**src/rtl/msrv32_fetch_pkg.sv**
```systemverilog
// Shared types and sizing for the msrv32 instruction fetch stage.
// Define MSRV32_FETCH_BUF2_EN for a two-entry fetch buffer; the default is one entry.
package msrv32_fetch_pkg;

`ifdef MSRV32_FETCH_BUF2_EN
    localparam int FETCH_DEPTH = 2;
`else
    localparam int FETCH_DEPTH = 1;
`endif

    localparam int CNT_W = $clog2(FETCH_DEPTH + 1);

    localparam logic [31:0] RESET_INSTR = 32'h0000_0013;

    typedef enum logic [2:0] {
        S_IDLE  = 3'd0,
        S_REQ   = 3'd1,
        S_WAIT  = 3'd2,
        S_DRAIN = 3'd3,
        S_FAULT = 3'd4
    } fetch_state_e;

    typedef struct packed {
        logic [31:0] pc;
        logic [31:0] instr;
    } fetch_entry_t;

    // A response in flight already owns a slot, so it counts against the depth.
    function automatic logic has_credit(input logic [CNT_W-1:0] count,
                                        input logic             pop,
                                        input logic             in_wait);
        return (32'(count) + 32'(in_wait)) < (32'(FETCH_DEPTH) + 32'(pop));
    endfunction

endpackage

```
**src/rtl/msrv32_fetch_buf.sv**
```systemverilog
// Small in-order buffer of fetched {pc, instr} entries; head is always slot 0.
// Depth comes from msrv32_fetch_pkg (MSRV32_FETCH_BUF2_EN selects two entries).
module msrv32_fetch_buf
    import msrv32_fetch_pkg::*;
(
    input  logic             ms_riscv32_mp_clk_in,
    input  logic             ms_riscv32_mp_rst_in,
    input  logic             push,
    input  logic             pop,
    input  logic             clear,
    input  fetch_entry_t     din,
    output fetch_entry_t     head,
    output logic [CNT_W-1:0] count
);

    // One spare slot past the end stays zero so the shift below never reads out of range.
    fetch_entry_t     mem [FETCH_DEPTH+1];
    logic [CNT_W-1:0] wr_idx;

    assign wr_idx = count - CNT_W'(pop);
    assign head   = mem[0];

    always_ff @(posedge ms_riscv32_mp_clk_in or posedge ms_riscv32_mp_rst_in) begin
        if (ms_riscv32_mp_rst_in) begin
            count <= '0;
            for (int i = 0; i <= FETCH_DEPTH; i++) begin
                mem[i] <= '0;
            end
        end else begin
            if (clear) begin
                count <= '0;
            end else if (push && !pop) begin
                count <= count + CNT_W'(1);
            end else if (!push && pop) begin
                count <= count - CNT_W'(1);
            end

            for (int i = 0; i < FETCH_DEPTH; i++) begin
                if (push && !clear && (wr_idx == CNT_W'(i))) begin
                    mem[i] <= din;
                end else if (pop) begin
                    mem[i] <= mem[i+1];
                end
            end
        end
    end

endmodule

```
**src/rtl/msrv32_instr_fetch.sv**
```systemverilog
// Instruction fetch stage: issues one word read at a time for pc_in and buffers the results for decode.
// Define MSRV32_FETCH_BUF2_EN to allow a request to overlap one held instruction.
module msrv32_instr_fetch
    import msrv32_fetch_pkg::*;
(
    input  logic         ms_riscv32_mp_clk_in,
    input  logic         ms_riscv32_mp_rst_in,
    input  logic [31:0]  pc_in,
    input  logic         fetch_en_in,
    input  logic         flush_in,
    output logic         pc_hold_out,
    output logic         imem_req_out,
    output logic [31:0]  imem_addr_out,
    input  logic         imem_gnt_in,
    input  logic         imem_rvalid_in,
    input  logic [31:0]  imem_rdata_in,
    output logic         instr_valid_out,
    output logic [31:0]  instr_out,
    output logic [31:0]  instr_pc_out,
    input  logic         decode_ready_in,
    output logic         misaligned_out,
    output fetch_state_e fsm_state
);

    // Handshakes: a request is accepted in a cycle where imem_req_out & imem_gnt_in; exactly one
    // imem_rvalid_in follows in a later cycle. Decode takes the head in a cycle where
    // instr_valid_out & decode_ready_in; the head is held stable until then.
    fetch_state_e     state;
    logic [31:0]      req_pc;
    logic [CNT_W-1:0] count;
    fetch_entry_t     head;
    fetch_entry_t     din;
    logic             aligned;
    logic             accept;
    logic             pop;
    logic             push;
    logic             credit;

    assign aligned         = (pc_in[1:0] == 2'b00);
    assign imem_req_out    = (state == S_REQ) && aligned;
    assign imem_addr_out   = pc_in;
    assign accept          = imem_req_out && imem_gnt_in;
    assign pc_hold_out     = !accept;

    assign instr_valid_out = (count != '0);
    assign pop             = instr_valid_out && decode_ready_in;
    assign push            = (state == S_WAIT) && imem_rvalid_in && !flush_in;
    assign credit          = has_credit(count, pop, state == S_WAIT);

    assign instr_out       = instr_valid_out ? head.instr : RESET_INSTR;
    assign instr_pc_out    = instr_valid_out ? head.pc : 32'h0;
    assign fsm_state       = state;

    assign din.pc          = req_pc;
    assign din.instr       = imem_rdata_in;

    msrv32_fetch_buf u_buf (
        .ms_riscv32_mp_clk_in (ms_riscv32_mp_clk_in),
        .ms_riscv32_mp_rst_in (ms_riscv32_mp_rst_in),
        .push                 (push),
        .pop                  (pop),
        .clear                (flush_in),
        .din                  (din),
        .head                 (head),
        .count                (count)
    );

    always_ff @(posedge ms_riscv32_mp_clk_in or posedge ms_riscv32_mp_rst_in) begin
        if (ms_riscv32_mp_rst_in) begin
            state          <= S_IDLE;
            req_pc         <= 32'h0;
            misaligned_out <= 1'b0;
        end else begin
            if (flush_in) begin
                misaligned_out <= 1'b0;
            end
            case (state)
                S_IDLE: begin
                    if (!flush_in && fetch_en_in && credit) begin
                        state <= S_REQ;
                    end
                end
                S_REQ: begin
                    if (accept) begin
                        req_pc <= pc_in;
                    end
                    if (flush_in) begin
                        state <= accept ? S_DRAIN : S_IDLE;
                    end else if (!aligned) begin
                        state          <= S_FAULT;
                        misaligned_out <= 1'b1;
                    end else if (accept) begin
                        state <= S_WAIT;
                    end
                end
                S_WAIT: begin
                    // A response landing with the flush is simply dropped, so nothing is left to drain.
                    if (flush_in) begin
                        state <= imem_rvalid_in ? S_IDLE : S_DRAIN;
                    end else if (imem_rvalid_in) begin
                        state <= (fetch_en_in && credit) ? S_REQ : S_IDLE;
                    end
                end
                S_DRAIN: begin
                    if (imem_rvalid_in) begin
                        state <= S_IDLE;
                    end
                end
                S_FAULT: begin
                    if (flush_in) begin
                        state <= S_IDLE;
                    end
                end
                default: begin
                    state <= S_IDLE;
                end
            endcase
        end
    end

endmodule

```
**config.mk**
```make
export PLATFORM = sky130hd
export DESIGN_NAME = msrv32_instr_fetch
export DESIGN_NICKNAME = d
export VERILOG_FILES = /design/src/rtl/msrv32_fetch_pkg.sv /design/src/rtl/msrv32_fetch_buf.sv /design/src/rtl/msrv32_instr_fetch.sv
export SDC_FILE = /design/constraint.sdc
export NUM_CORES = 1
export LEC_CHECK = 0
export BUFFER_PORTS_ARGS = -buffer_cell sky130_fd_sc_hd__buf_2
export CAP_MARGIN = 10
export CORE_MARGIN = 5
export CORE_UTILIZATION = 53
export DETAILED_ROUTE_END_ITERATION = 6
export HOLD_SLACK_MARGIN = 0.1
export PLACE_DENSITY = 0.81
export SYNTH_ARGS = -nofsm -noshare
export SYNTH_HDL_FRONTEND = slang
export SYNTH_HIERARCHICAL = 1
export SYNTH_SLANG_ARGS = --single-unit
```
**constraint.sdc**
```tcl
create_clock -name ms_riscv32_mp_clk_in -period 2.3 [get_ports ms_riscv32_mp_clk_in]
set_clock_uncertainty 0.1 [all_clocks]
set_input_delay 0.46 -clock ms_riscv32_mp_clk_in [delete_from_list [all_inputs] [get_ports ms_riscv32_mp_clk_in]]
set_output_delay 0.46 -clock ms_riscv32_mp_clk_in [all_outputs]
set_load 0.05 [all_outputs]
```
Word-level counts from Yosys, hierarchy flattened
Cells that the tools add are included.
Widths: inputs -> output; s select.
{"block": "word_totals", "reg_bits": 101, "word_cells": 67}
{"block": "op_classes", "eq_ne": 9, "n_bitwise": 1, "mux": 23, "n_lt_le_gt_ge": 1, "n_reduce_logical": 22, "add_sub_neg": 5}
{"op": "$mux 64", "n": 2}
{"op": "$mux 32", "n": 2}
{"op": "$mux 3", "n": 8}
{"op": "$pmux 3 s5", "n": 1}
{"op": "$logic_and 1x1->1", "n": 12}
{"op": "$mux 1", "n": 8}
{"op": "$eq 3x2->1 const B", "n": 2}
{"op": "$ne 2x2->1 const B", "n": 3}
{"op": "$reduce_and 5->1", "n": 1}
{"op": "$logic_not 1->1", "n": 4}
{"op": "$mux 2", "n": 2}
{"op": "$ne 4x4->1 const B", "n": 1}
{"op": "$eq 3x1->1 const B", "n": 1}
{"op": "$eq 3x3->1 const B", "n": 1}
{"op": "$logic_not 3->1", "n": 1}
{"op": "$ne 3x3->1 const B", "n": 1}
{"op": "$reduce_bool 3->1", "n": 1}
{"op": "$add 1x1->2", "n": 1}
{"op": "$add 1x1->2 const A", "n": 1}
{"op": "$logic_not 2->1", "n": 1}
{"op": "$lt 2x2->1", "n": 1}
{"op": "$reduce_and 2->1", "n": 1}
{"op": "$reduce_bool 2->1", "n": 1}
{"op": "$add 1x1->1 const B", "n": 1}
{"op": "3 further kinds", "n": 3}

Logic depth before layout (Yosys ltp)
{"block": "depth", "depth_word": 8, "ltp_mapped": 8, "depth_no_buf": 7}

Cells and area by module
The synthesis kept the hierarchy.
{"module": "msrv32_fetch_buf", "instances": 1, "area_each_um2": 3738.6, "cells_each": 367}
{"module": "msrv32_instr_fetch", "instances": 1, "area_each_um2": 2252.2, "cells_each": 203}

Worst setup path after synthesis
Ideal clock, no wire load.
{"block": "synth_timing", "path_type": "flip-flop to output port", "startpoint": "register u_buf.count", "endpoint": "output instr_out[12]", "t_required_ps": 1740, "setup_slack_ps": 82, "path_stages_with_launch": 4, "arrival_ps": 1658, "path_cell_list": "dfrtp_1 -> clkbuf_1 -> clkbuf_1 -> and2_1"}
{"block": "synth_between", "elab_chain_cells": 1}
{"element": "from (decl)", "line": "msrv32_fetch_buf.sv:13", "source": "output logic [CNT_W-1:0] count"}
{"element": "from (signal assigned)", "line": "msrv32_fetch_buf.sv:33", "source": "count <= count + CNT_W'(1);"}
{"element": "from (signal assigned)", "line": "msrv32_fetch_buf.sv:35", "source": "count <= count - CNT_W'(1);"}
{"element": "$mux 32", "line": "msrv32_instr_fetch.sv:50", "source": "assign instr_out = instr_valid_out ? head.instr : RESET_INSTR;"}
{"element": "to (decl)", "line": "msrv32_instr_fetch.sv:18", "source": "output logic [31:0] instr_out,"}
Every way passes these cells.

Worst setup path after layout
{"block": "layout_timing", "startpoint": "register u_buf.count", "endpoint": "output instr_out[30]"}
Same word-level chain as after synthesis.

==> insert_results.sql <==
INSERT INTO impl_metrics (metric_group, metric, value, unit) VALUES
('min_path', 'min_delay_worst_type', 'in2async', ''),
('cells_and_area', 'sequential_cell_area', '2530', 'sq um'),
('yosys', 'syn_warnings', '134', ''),
('yosys', 'synth-adder-area-share', '0.418', '%'),
('cts', 'tritoncts_clock_tree', 'yes', ''),
('power_and_ir_drop', 'clock_power_share', '27.5', '%'),
('setup_path', 'critical_path_peak_fanout', '27', ''),
('route', 'detail_route.wl_per_cell', '17.0', 'um'),
('yosys', 'synth.top_cells.by_area', 'sky130_fd_sc_hd__dfrtp_1 (42%), sky130_fd_sc_hd__nand4bb_1 (12%), sky130_fd_sc_hd__o211ai_1 (8.0%)', ''),
('setup_path', 'timing.critical_path.slowest_stage_cell', 'sky130_fd_sc_hd__dfrtp_4', ''),
('power_and_ir_drop', 'vdd_ir_drop_max', '0.000416', 'V'),
('timing', 'final_max_slew_viol_count', '0', ''),
('run_status', 'run_status', 'finished clean', ''),
('yosys', 'mappedNetlistArea', '5990', 'sq um'),
('route', 'via_cell_ratio', '5.54', ''),
('power_and_ir_drop', 'internal_power', '0.00384', 'W'),
('cts', 'clock_sink_count', '101', ''),
('timing', 'setup_viol', '0', ''),
('yosys', 'synth_top_family_by_area', 'simple AND/OR/NAND/NOR gates', ''),
('floorplanning', 'floorplan.io_pins', '174', ''),
('yosys', 'yosys.cell_types.count', '30', ''),
('yosys', 'postSynthAreaPerCell', '10.5', 'sq um'),
('route', 'drc', '0', ''),
('cts', 'cts_made_buffers', '9', ''),
('route', 'finalWirelength', '14100', 'um'),
('grt', 'global_route.overflow_total', '0', ''),
('timing', 'final_period_minus_worst_setup_slack', '2.20', 'ns'),
('setup_path', 'cp.required', '1.74', 'ns'),
('timing', 'post_route_clock_period_utilization', '95.5', '%'),
('cts', 'post_cts_hold_buffer_count', '0', ''),
('power_and_ir_drop', 'total_switching_power', '0.00163', 'W'),
('yosys', 'async_reset_ff_share', '100', '%'),
('place', 'hpwl', '9590', 'um'),
('grt', 'via_count_of_the_first_global_routing_pass', '4637', ''),
('cts', 'insertion_delay', '0.34', 'ns'),
('power_and_ir_drop', 'power_density', '780', 'nW/um^2'),
('power_and_ir_drop', 'share_comb_of_total_power', '22.4', '%'),
('cts', 'number_of_post_cts_setup_repair_buffers', '0', ''),
('grt', 'antenna_found_initial', '1', ''),
('power_and_ir_drop', 'share_seq_of_total_power', '50.1', '%'),
('timing', 'maxSlewHeadroom', '66.8', '%'),
('yosys', 'synth.yosys.seq_area_share', '42.2', '%'),
('timing', 'hold_viol', '0', ''),
('power_and_ir_drop', 'static-leakage-power', '3.26', 'nW'),
('setup_path', 'startpoint_type', 'flop', ''),
('route', 'vias', '4598', ''),
('timing', 'grt_setup_unrepaired', 'no', ''),
('route', 'detail_route.iter0.violations', '318', ''),
('cells_and_area', 'final_net_count', '758', ''),
('yosys', 'xor_and_xnor_fraction_of_the_mapped_netlist_area', '0.522', '%'),
('yosys', 'synth_flop_cell', 'sky130_fd_sc_hd__dfrtp_1', ''),
('cts', 'clk_pin_slew_worst_paths', '0.07', 'ns'),
('place', 'buffer_ports.inserted', '173', ''),
('grt', 'grt_max_degree', '66', ''),
('cells_and_area', 'final_layout_size_suffix_gt1_share', '34.8', '%'),
('grt', 'grt_first_pass_wirelength', '22900', 'um'),
('cts', 'cts-root-to-sink-buffers', '2', ''),
('floorplanning', 'floorplan.initialDensity', '54.8', '%'),
('yosys', 'synth_top_cell_area_share', '42.2', '%'),
('cts', 'ctsResizeCount', '0', ''),
('floorplanning', 'chipWidth', '116', 'um'),
('yosys', 'synth_edf_count', '0', ''),
('timing', 'fmaxAchievable', '455', 'MHz'),
('route', 'detailedRoute.firstPassIterationCount', '5', ''),
('cells_and_area', 'fill_cells', '884', ''),
('cells_and_area', 'insertedDiodeCount', '0', ''),
('power_and_ir_drop', 'fraction_of_power_spent_switching_nets', '29.8', '%'),
('setup_path', 'regToRegSetupSlack', '0.34', 'ns'),
('floorplanning', 'fp.dieH', '116', 'um'),
('route', 'detail-route-antenna-nets', '0', ''),
('timing', 'tightestPinTransition', '0.498', 'ns');
synthesized netlist by cell type, drive strengths merged (2+ instances only):
| cell | number |
|---|---|
| a21oi | 2 |
| and2 | 65 |
| buf | 54 |
| clkbuf | 30 |
| dfrtp | 101 |
| ha | 2 |
| inv | 4 |
| mux2 | 30 |
| nand2 | 65 |
| nand2b | 69 |
| nand3 | 3 |
| nand4bb | 64 |
| nor2 | 5 |
| nor3b | 3 |
| o211ai | 64 |
per-stage QoR:
step | power [W] | hold slack (ns) | setup slack [ns] | instances | area [sq um]
5_1_grt | 0.00580 | 0.126 | 0.0123 | 830 | 7020
6_report | 0.00547 | 0.0836 | 0.102 | 830 | 7020
2_1_floorplan | 0.00363 | 0.376 | 0.0823 | 570 | 5990
4_1_cts | 0.00553 | 0.104 | 0.0789 | 830 | 7020
3_5_place_dp | 0.00401 | 0.402 | 0.386 | 814 | 6730
3_3_place_gp | 0.00390 | 0.372 | 0.434 | 814 | 6730
cell type report:
cell class | count | share of cell area (%)
multi-input cells | 381 | 41.7
flip-flops and latches | 101 | 36.1
repair buffers | 188 | 15.4
clock buffers | 11 | 3.32
well taps | 140 | 2.50
clock inverters | 5 | 0.820
inverters | 4 | 0.232
worst paths after layout:
| check | depth (start not counted) | to | start |
|---|---|---|---|
| max | 3 | instr_out[30] | u_buf/count |
| max reg2reg | 6 | u_buf/count | fsm_state[2] |
| max in group asynchronous | 3 | req_pc[21] | ms_riscv32_mp_rst_in |
| min | 3 | u_buf/head[37] | ms_riscv32_mp_rst_in |
| min in group ms_riscv32_mp_clk_in | 2 | req_pc[3] | pc_in[3] |
| min reg2reg | 2 | misaligned_out | misaligned_out |
registers in the layout, indices dropped and copies added (netlist names):
register,cells
u_buf/head,64
u_buf/count,1
fsm_state,3
misaligned_out,1
req_pc,32
power groups by stage:
stage | Clock, W | Sequential (W) | Combinational [W]
2_1_floorplan | 0 | 0.00264 | 0.000992
3_3_place_gp | 0 | 0.00273 | 0.00117
3_5_place_dp | 0 | 0.00277 | 0.00124
4_1_cts | 0.00155 | 0.00274 | 0.00124
5_1_grt | 0.00162 | 0.00282 | 0.00136
6_report | 0.00150 | 0.00274 | 0.00123
layout by cell type (no fill, tap or decap), types with 2 or more instances in the layout:
cell                          n
sky130_fd_sc_hd__a21oi_1      2
sky130_fd_sc_hd__mux2_4      26
sky130_fd_sc_hd__clkbuf_16    9
sky130_fd_sc_hd__buf_4        7
sky130_fd_sc_hd__nand3_1      2
sky130_fd_sc_hd__buf_12       8
sky130_fd_sc_hd__nand2b_1    69
sky130_fd_sc_hd__inv_1        2
sky130_fd_sc_hd__clkbuf_1     2
sky130_fd_sc_hd__nor3b_4      2
sky130_fd_sc_hd__nand4bb_1   64
sky130_fd_sc_hd__buf_2      173
sky130_fd_sc_hd__o211ai_1    64
sky130_fd_sc_hd__ha_1         2
sky130_fd_sc_hd__mux2_2       4
sky130_fd_sc_hd__nand2_1     65
sky130_fd_sc_hd__dfrtp_1    100
sky130_fd_sc_hd__inv_6        2
sky130_fd_sc_hd__nor2_1       5
sky130_fd_sc_hd__and2_1      65
sky130_fd_sc_hd__clkinv_2     3
critical path: cells and delay by family, from the launching register on:
kind | cells | cell delay [ns]
buf+inv | 2 | 0.55
simple gates | 1 | 0.18
flops | 1 | 0.56
cells by family (layout without fill, tap and decap cells):
family / count (synthesis) / after routing
flops: 101 / 101
compound gates: 69 / 69
fa+ha+maj: 2 / 2
mux: 30 / 30
simple gates: 278 / 278
xor+xnor: 2 / 2
buf+inv: 88 / 208
metal layers:
layer / up-vias / wire length, um / global-route usage, %
met5: - / 7 / 0
met4: 2 / 186 / 6.65
met3: 16 / 961 / 3.94
met2: 176 / 7000 / 34.6
met1: 2218 / 6000 / 28.5
li1: 2186 / - / -
Power figures use the tool's default switching activity.
